<file path="src/rtl/fab_int_gen_if.sv">
// Register/strobe bundle between firmware-facing logic and fab_int_gen.
// The master side drives the controls; the slave side returns interrupt status.
interface fab_int_gen_if #(
    parameter int PERIOD_W = 32
);
    logic                enable;
    logic [PERIOD_W-1:0] period;
    logic                period_load;
    logic                int_ack;
    logic                missed_clr;
    logic                FAB_INT_OUT;
    logic                tick;
    logic [7:0]          missed_count;
    logic [PERIOD_W-1:0] period_cur;

    modport master (
        output enable, period, period_load, int_ack, missed_clr,
        input  FAB_INT_OUT, tick, missed_count, period_cur
    );

    modport slave (
        input  enable, period, period_load, int_ack, missed_clr,
        output FAB_INT_OUT, tick, missed_count, period_cur
    );
endinterface

</file>
<file path="src/rtl/fab_int_gen.sv">
// Periodic fabric interrupt generator driving MSS FABINT.
// Level interrupt held until acked; ticks while pending are counted as misses.
module fab_int_gen #(
    parameter int PERIOD_W       = 32,
    parameter int DEFAULT_PERIOD = 1000000
) (
    input logic           clk,
    input logic           reset,
    fab_int_gen_if.slave  bus
);
    localparam logic [PERIOD_W-1:0] DEF = PERIOD_W'(DEFAULT_PERIOD);
    localparam logic [PERIOD_W-1:0] ONE = PERIOD_W'(1);
    localparam logic [PERIOD_W-1:0] TWO = PERIOD_W'(2);

    logic [PERIOD_W-1:0] period_q, period_d;
    logic [PERIOD_W-1:0] cnt_q, cnt_d;
    logic                pending_q, pending_d;
    logic                tick_q, tick_d;
    logic [7:0]          missed_q, missed_d;
    logic [PERIOD_W-1:0] load_val;
    logic                expire;
    logic                miss;

    assign load_val = (bus.period < TWO) ? TWO : bus.period;

    always_comb begin
        period_d  = period_q;
        cnt_d     = cnt_q;
        pending_d = pending_q;
        missed_d  = missed_q;
        expire    = 1'b0;
        miss      = 1'b0;

        // A load restarts the phase and suppresses any expiry on this edge
        if (bus.period_load) begin
            period_d = load_val;
            cnt_d    = load_val - ONE;
        end else if (!bus.enable) begin
            cnt_d = period_q - ONE;
        end else if (cnt_q == '0) begin
            cnt_d  = period_q - ONE;
            expire = 1'b1;
        end else begin
            cnt_d = cnt_q - ONE;
        end

        tick_d = expire;

        if (expire) begin
            pending_d = 1'b1;
            miss      = pending_q & ~bus.int_ack;
        end else if (bus.int_ack) begin
            pending_d = 1'b0;
        end

        // Clear first, then count, so a same-edge miss leaves 1
        if (bus.missed_clr) begin
            missed_d = '0;
        end
        if (miss && missed_d != 8'hFF) begin
            missed_d = missed_d + 8'd1;
        end
    end

    always_ff @(posedge clk or posedge reset) begin
        if (reset) begin
            period_q  <= DEF;
            cnt_q     <= DEF - ONE;
            pending_q <= 1'b0;
            tick_q    <= 1'b0;
            missed_q  <= '0;
        end else begin
            period_q  <= period_d;
            cnt_q     <= cnt_d;
            pending_q <= pending_d;
            tick_q    <= tick_d;
            missed_q  <= missed_d;
        end
    end

    assign bus.FAB_INT_OUT  = pending_q;
    assign bus.tick         = tick_q;
    assign bus.missed_count = missed_q;
    assign bus.period_cur   = period_q;
endmodule

</file>
<file path="src/flat_wrapper.sv">
// flat-port wrapper written by rule: the top's interface ports become plain ports
module fab_int_gen_flat 
#(
    parameter int PERIOD_W       = 32,
    parameter int DEFAULT_PERIOD = 1000000
)
  (clk, reset, bus_enable, bus_period, bus_period_load, bus_int_ack, bus_missed_clr, bus_FAB_INT_OUT, bus_tick, bus_missed_count, bus_period_cur);
  fab_int_gen_if #(.PERIOD_W(PERIOD_W)) bus_i ();
  input logic clk;
  input logic reset;
  input wire logic [$bits(bus_i.enable)-1:0] bus_enable;
  input wire logic [$bits(bus_i.period)-1:0] bus_period;
  input wire logic [$bits(bus_i.period_load)-1:0] bus_period_load;
  input wire logic [$bits(bus_i.int_ack)-1:0] bus_int_ack;
  input wire logic [$bits(bus_i.missed_clr)-1:0] bus_missed_clr;
  output wire logic [$bits(bus_i.FAB_INT_OUT)-1:0] bus_FAB_INT_OUT;
  output wire logic [$bits(bus_i.tick)-1:0] bus_tick;
  output wire logic [$bits(bus_i.missed_count)-1:0] bus_missed_count;
  output wire logic [$bits(bus_i.period_cur)-1:0] bus_period_cur;
  assign bus_i.enable = bus_enable;
  assign bus_i.period = bus_period;
  assign bus_i.period_load = bus_period_load;
  assign bus_i.int_ack = bus_int_ack;
  assign bus_i.missed_clr = bus_missed_clr;
  assign bus_FAB_INT_OUT = bus_i.FAB_INT_OUT;
  assign bus_tick = bus_i.tick;
  assign bus_missed_count = bus_i.missed_count;
  assign bus_period_cur = bus_i.period_cur;
  fab_int_gen #(.PERIOD_W(PERIOD_W), .DEFAULT_PERIOD(DEFAULT_PERIOD)) u_core (.clk(clk), .reset(reset), .bus(bus_i));
endmodule
</file>
<file path="config.mk">
export PLATFORM = sky130hd
export DESIGN_NAME = fab_int_gen_flat
export DESIGN_NICKNAME = d
export VERILOG_FILES = /design/src/rtl/fab_int_gen_if.sv /design/src/rtl/fab_int_gen.sv /design/src/flat_wrapper.sv
export SDC_FILE = /design/constraint.sdc
export NUM_CORES = 1
export LEC_CHECK = 0
export ABC_AREA = 1
export CORE_MARGIN = 2
export CORE_UTILIZATION = 30
export DETAILED_ROUTE_END_ITERATION = 12
export PLACE_DENSITY = 0.49
export SETUP_SLACK_MARGIN = 0.02
export SLEW_MARGIN = 20
export SYNTH_ARGS = -nofsm -noshare
export SYNTH_HDL_FRONTEND = slang
export SYNTH_SLANG_ARGS = --single-unit
</file>
<file path="constraint.sdc">
create_clock -name clk -period 4.9 [get_ports clk]
set_input_delay 0.49 -clock clk [delete_from_list [all_inputs] [get_ports clk]]
set_output_delay 0.49 -clock clk [all_outputs]
set_load 0.02 [all_outputs]
</file>
Word level (Yosys, flattened, before mapping) --
Cells that the tools add are included.
Storage, ports and cells: input port bits 38, register bits 74
Cells by class: reduce and logical (&&, ||, !) cells 3, muxes and demuxes 12, magnitude comparators 1, bitwise gates (word level) 2, equality and inequality tests 1, add/sub/neg operators 4
Operator list (number):
- 32-bit 2-to-1 mux | 4
- 32-bit by 1-bit subtractor with 32-bit output (second input constant) | 3
- 32-bit logical NOT | 1
- 32-bit by 2-bit < comparator with 1-bit output (second input constant) | 1
- 8-bit 2-to-1 mux | 2
- 8-bit by 1-bit adder with 8-bit output (second input constant) | 1
- 8-bit != test (second input constant) | 1
- 1-bit 2-to-1 mux | 6
- 2-bit nonzero test | 1
- 1-bit AND | 1
- 1-bit logical AND | 1
- 1-bit inverter | 1

Logic depth before layout (Yosys ltp) --
depth after elaboration 7, gate-level depth with buffers 18

Worst setup path after synthesis --
No wires, ideal clock.
path type in2reg, start input port bus_period[21], end register u_core.cnt_q[26], required time 4.835 ns, library setup time 0.065 ns, setup slack 2.604 ns, stages on the path 17, data arrival time 2.232 ns, path through nor2_1 > inv_1 > nor2_1 > nand2_1 > nor2_1 > nand2_1 > nand2_1 > ha_1 > nand2_1 > inv_1 > nand2_1 > nor2_1 > nand2_1 > nor3_1 > xor2_1 > nand2_1 > nand2_1
On the way: longest elaborated chain between the ends 4
RTL lines:
- start, declared | line flat_wrapper.sv:12 | input wire logic [$bits(bus_i.period)-1:0] bus_period;
- 32-bit by 2-bit < comparator with 1-bit output | line fab_int_gen.sv:24 | assign load_val = (bus.period < TWO) ? TWO : bus.period;
- 32-bit 2-to-1 mux * | line fab_int_gen.sv:24
- 32-bit by 1-bit subtractor with 32-bit output * | line fab_int_gen.sv:37 | cnt_d = load_val - ONE;
- 32-bit 2-to-1 mux * | line fab_int_gen.sv:35 | if (bus.period_load) begin
- via u_core.cnt_d[26] | line fab_int_gen.sv:16 | logic [PERIOD_W-1:0] cnt_q, cnt_d;
- end signal, assigned | line fab_int_gen.sv:68 | cnt_q <= DEF - ONE;
- end signal, assigned | line fab_int_gen.sv:74 | cnt_q <= cnt_d;
- end, declared | line fab_int_gen.sv:16
Mark *: on every way through the listed nets, which the timed path passes. The rest lies on a longest branch. A chain may end at the register's enable or synchronous reset.

Worst setup path after layout --
start input port bus_period[20], end register u_core.cnt_q[28]
Same word-level chain as after synthesis.

==> out/qor.txt <==
Power Density = 254.2 mW/mm²
RSZ-0062 raised after global routing = no
Worst Path Required = 5.17 ns
Max Cap Viol = 0
Clk root buf = clkbuf_16
Core Box Area = 0.01883 mm²
Placer Congestion = 0.8821
Initial DRC Count = 356
Hold Crit Endpoint = u_core.bus.period_cur[1]$_DFFE_PP0P_
Largest area contributor in the netlist = dfrtp_1
Clock sink count = 74
Worst-path clk slew = 0.06 ns
XOR/XNOR Fraction of Synth Area = 0.06938
Slowest stage delay, CP = 0.55 ns
Hold crit path type = reg2reg
Number of synthesized register bits = 74
Die area = 0.02048 mm²
Max Freq = 318.2 MHz
Largest net degree at the start of global routing = 79
Synth Area in Compound Gates = 0.1077
Clk Latency, worst-skew pair = 0.35 ns
Crit path kind = in2reg
Post-Syn Area per Cell = 6.644 µm²
CP max stage cell = clkdlybuf4s50_1
Global route overflow = 0
Startpoint types = primary input
Placed cells = 1197
Initial antenna violation count = 0
Die W = 143.1 µm
Most frequent cells in the layout = nand2_1 (213), nor2_1 (127), inv_1 (112), clkdlybuf4s50_1 (78), nand3_1 (70)
Post-layout minimum cycle time = 3.143 ns
Main area contributors after synthesis = dfrtp_1 (24%), nand2_1 (14%), dfstp_2 (8.6%), nor2_1 (8.2%), inv_1 (7.3%)
R2r endpoint = u_core.cnt_q[9]$_DFF_PP1_
Leakage power = 3.178 nW
Htree depth = 3
Top cell type's share of synthesized area = 0.2370
Layout cells sized above 1 = 0.09444
Deepest clock path buffer count = 2
Main combinational cell family by area after synthesis = simple AND/OR/NAND/NOR gates
N_diodes = 0
# IOs = 80
Critical Path Fanout Max = 6
Crit end category = register
Synth warnings = 0
Reg2Reg Setup Slack = 2.25 ns
Routed wire length = 19.52 mm
Most common cell after layout, fill and taps aside = nand2_1
Antenna Violating Nets Remaining = 0
Final Cycle Share = 0.6414
Top delay family on crit path = simple AND/OR/NAND/NOR gates
Worst r2r src = u_core.cnt_q[0]$_DFF_PP1_
Status = finished, final reports clean
PortBufs = 79
Hold Path Depth = 2
Setup TNS = 0 ns
Post-route DRC = 0
Vias post-DR = 5719
Slew @ Worst Pin = 0.8664 ns
Min-delay src = u_core.bus.period_cur[1]$_DFFE_PP0P_
Setup bufs post-CTS = 0
Vias in the first global route = 5395
Adder-cell area share of the yosys netlist = 0.008619
Buf+Inv Stages, Crit Path = 5
Final hold violations = 0
Mapped Area = 0.005807 mm²
Max VDD drop = 0.0001769 V
Setup Skew = 0.009592 ns
Final Max Tran Viols = 0
Top FF cell, synth = dfrtp_1
DP Wirelength = 15.01 mm
Yosys cell types = 40
FP Rows = 50
# setup viols final = 0
Die H = 143.1 µm
Hold buffer count at CTS = 0
DR pass1 iterations = 5
Post-CTS resize count = 0
CP Data Arrival Time = 3.41 ns
Syn-to-layout area delta = 22.37%
Register area share after synthesis = 0.3230
Worst reg2reg path depth = 11
Crit-path cells = clkdlybuf4s50_1 -> nor2_1 -> inv_1 -> nor2_1 -> nand2_1 -> nor2_1 -> nand2_1 -> nand2_1 -> ha_1 -> nand2_1 -> inv_1 -> nand2_1 -> nor2_1 -> inv_1 -> nor2_1 -> inv_1 -> o21ai_0 -> nand2_1 -> o21ai_1
Post-synth ARST share = 1.000
CTS Buf Count = 9
EDFF count, synth = 0
Post-Layout Cell Count = 1213
First-pass GRT wire length = 30.47 mm
Simple-gate share of the synthesized area = 0.3950
Initial Utilization = 0.3084
CP Depth = 19
Syn Inst Count = 874
CTS tree = built
Mux contribution to synthesized area = 0
Max-slew headroom = 0.4224
Mapped Nets = 916
Total track usage = 0.1970
Worst path most repeated cell = nand2_1
Vias per Instance = 4.715
Fin nets = 990
Drt wl/cell = 16.09 µm
Yosys cell counts (2+ instances only):
| library cell | instances |
|---|---|
| nand4_1 | 24 |
| o211ai_2 | 5 |
| nand3_1 | 70 |
| nand3b_1 | 3 |
| nor3_1 | 19 |
| nor4_1 | 5 |
| inv_2 | 4 |
| dfrtp_1 | 55 |
| nor2_2 | 12 |
| o21ai_1 | 22 |
| inv_1 | 113 |
| ha_1 | 4 |
| o211ai_1 | 10 |
| buf_6 | 5 |
| dfstp_2 | 19 |
| or2_2 | 4 |
| a31oi_1 | 3 |
| nor2_1 | 127 |
| xnor2_1 | 11 |
| nand2_1 | 213 |
| nand2_2 | 9 |
| nor2_4 | 5 |
| o21bai_1 | 2 |
| nor3_4 | 2 |
| buf_2 | 3 |
| o21ai_0 | 57 |
| xor2_1 | 35 |
| a21oi_1 | 10 |
| clkbuf_1 | 11 |
| nor3_2 | 2 |
power by group:
group	switching, mW	internal [mW]
combinational	0.276	0.162
sequential	0.0592	0.676
clock	0.278	0.354
total	0.614	1.19
logic make-up after synthesis:
| family | Yosys count |
|---|---|
| fa+ha+maj | 4 |
| compound gates | 110 |
| flops | 74 |
| buf+inv | 138 |
| simple gates | 502 |
| xor+xnor | 46 |
through the flow:
stage	hold slack [ns]	util	area, µm²	setup slack [ns]	total power, mW
global route	0.5387	0.3773	7106	1.381	1.901
detailed placement	0.5116	0.3629	6833	1.456	1.182
CTS	0.5257	0.3773	7106	1.804	1.823
global placement	0.5046	0.3629	6833	1.532	1.184
finish	0.5202	0.3773	7106	1.757	1.807
floorplan	0.5356	-	5807	2.560	1.000
flip-flops by register name (all words and copies together), names as in the netlist:
name,flops
u_core.bus.FAB_INT_OUT,1
u_core.bus.missed_count,8
u_core.bus.period_cur,32
u_core.bus.tick,1
u_core.cnt_q,32
worst max path at each step:
stage | from | to | slack (ns)
floorplan | reset | u_core.bus.FAB_INT_OUT$_DFFE_PP0P_ | 2.56
global placement | bus_period[20] | u_core.cnt_q[28]$_DFF_PP0_ | 1.53
detailed placement | bus_period[20] | u_core.cnt_q[28]$_DFF_PP0_ | 1.46
CTS | bus_period[20] | u_core.cnt_q[28]$_DFF_PP0_ | 1.80
global route | bus_period[20] | u_core.cnt_q[28]$_DFF_PP0_ | 1.38
finish | bus_period[20] | u_core.cnt_q[28]$_DFF_PP0_ | 1.76
layer usage:
metal	up-vias	GRT usage	share of wire
li1	2955	-	-
met1	2620	0.2939	0.50
met2	130	0.2969	0.44
met3	14	0.02549	0.041
met4	0	0.05367	0.012
met5	-	0	0
tightest hold or removal path, stage by stage (launching register included):
cell	delay (ns)
dfrtp_1	0.37
nand2_1	0.06
o21ai_0	0.06
cell type report:
cell class,instances,area (µm²)
clock buffers,11,242.7
clock inverters,5,30.03
fillers,2023,11730
inverters,118,444.2
multi-input cells,662,3372
flip-flops and latches,74,1876
well taps,260,325.3
repair buffers,83,815.8
Power figures use the tool's default switching activity.
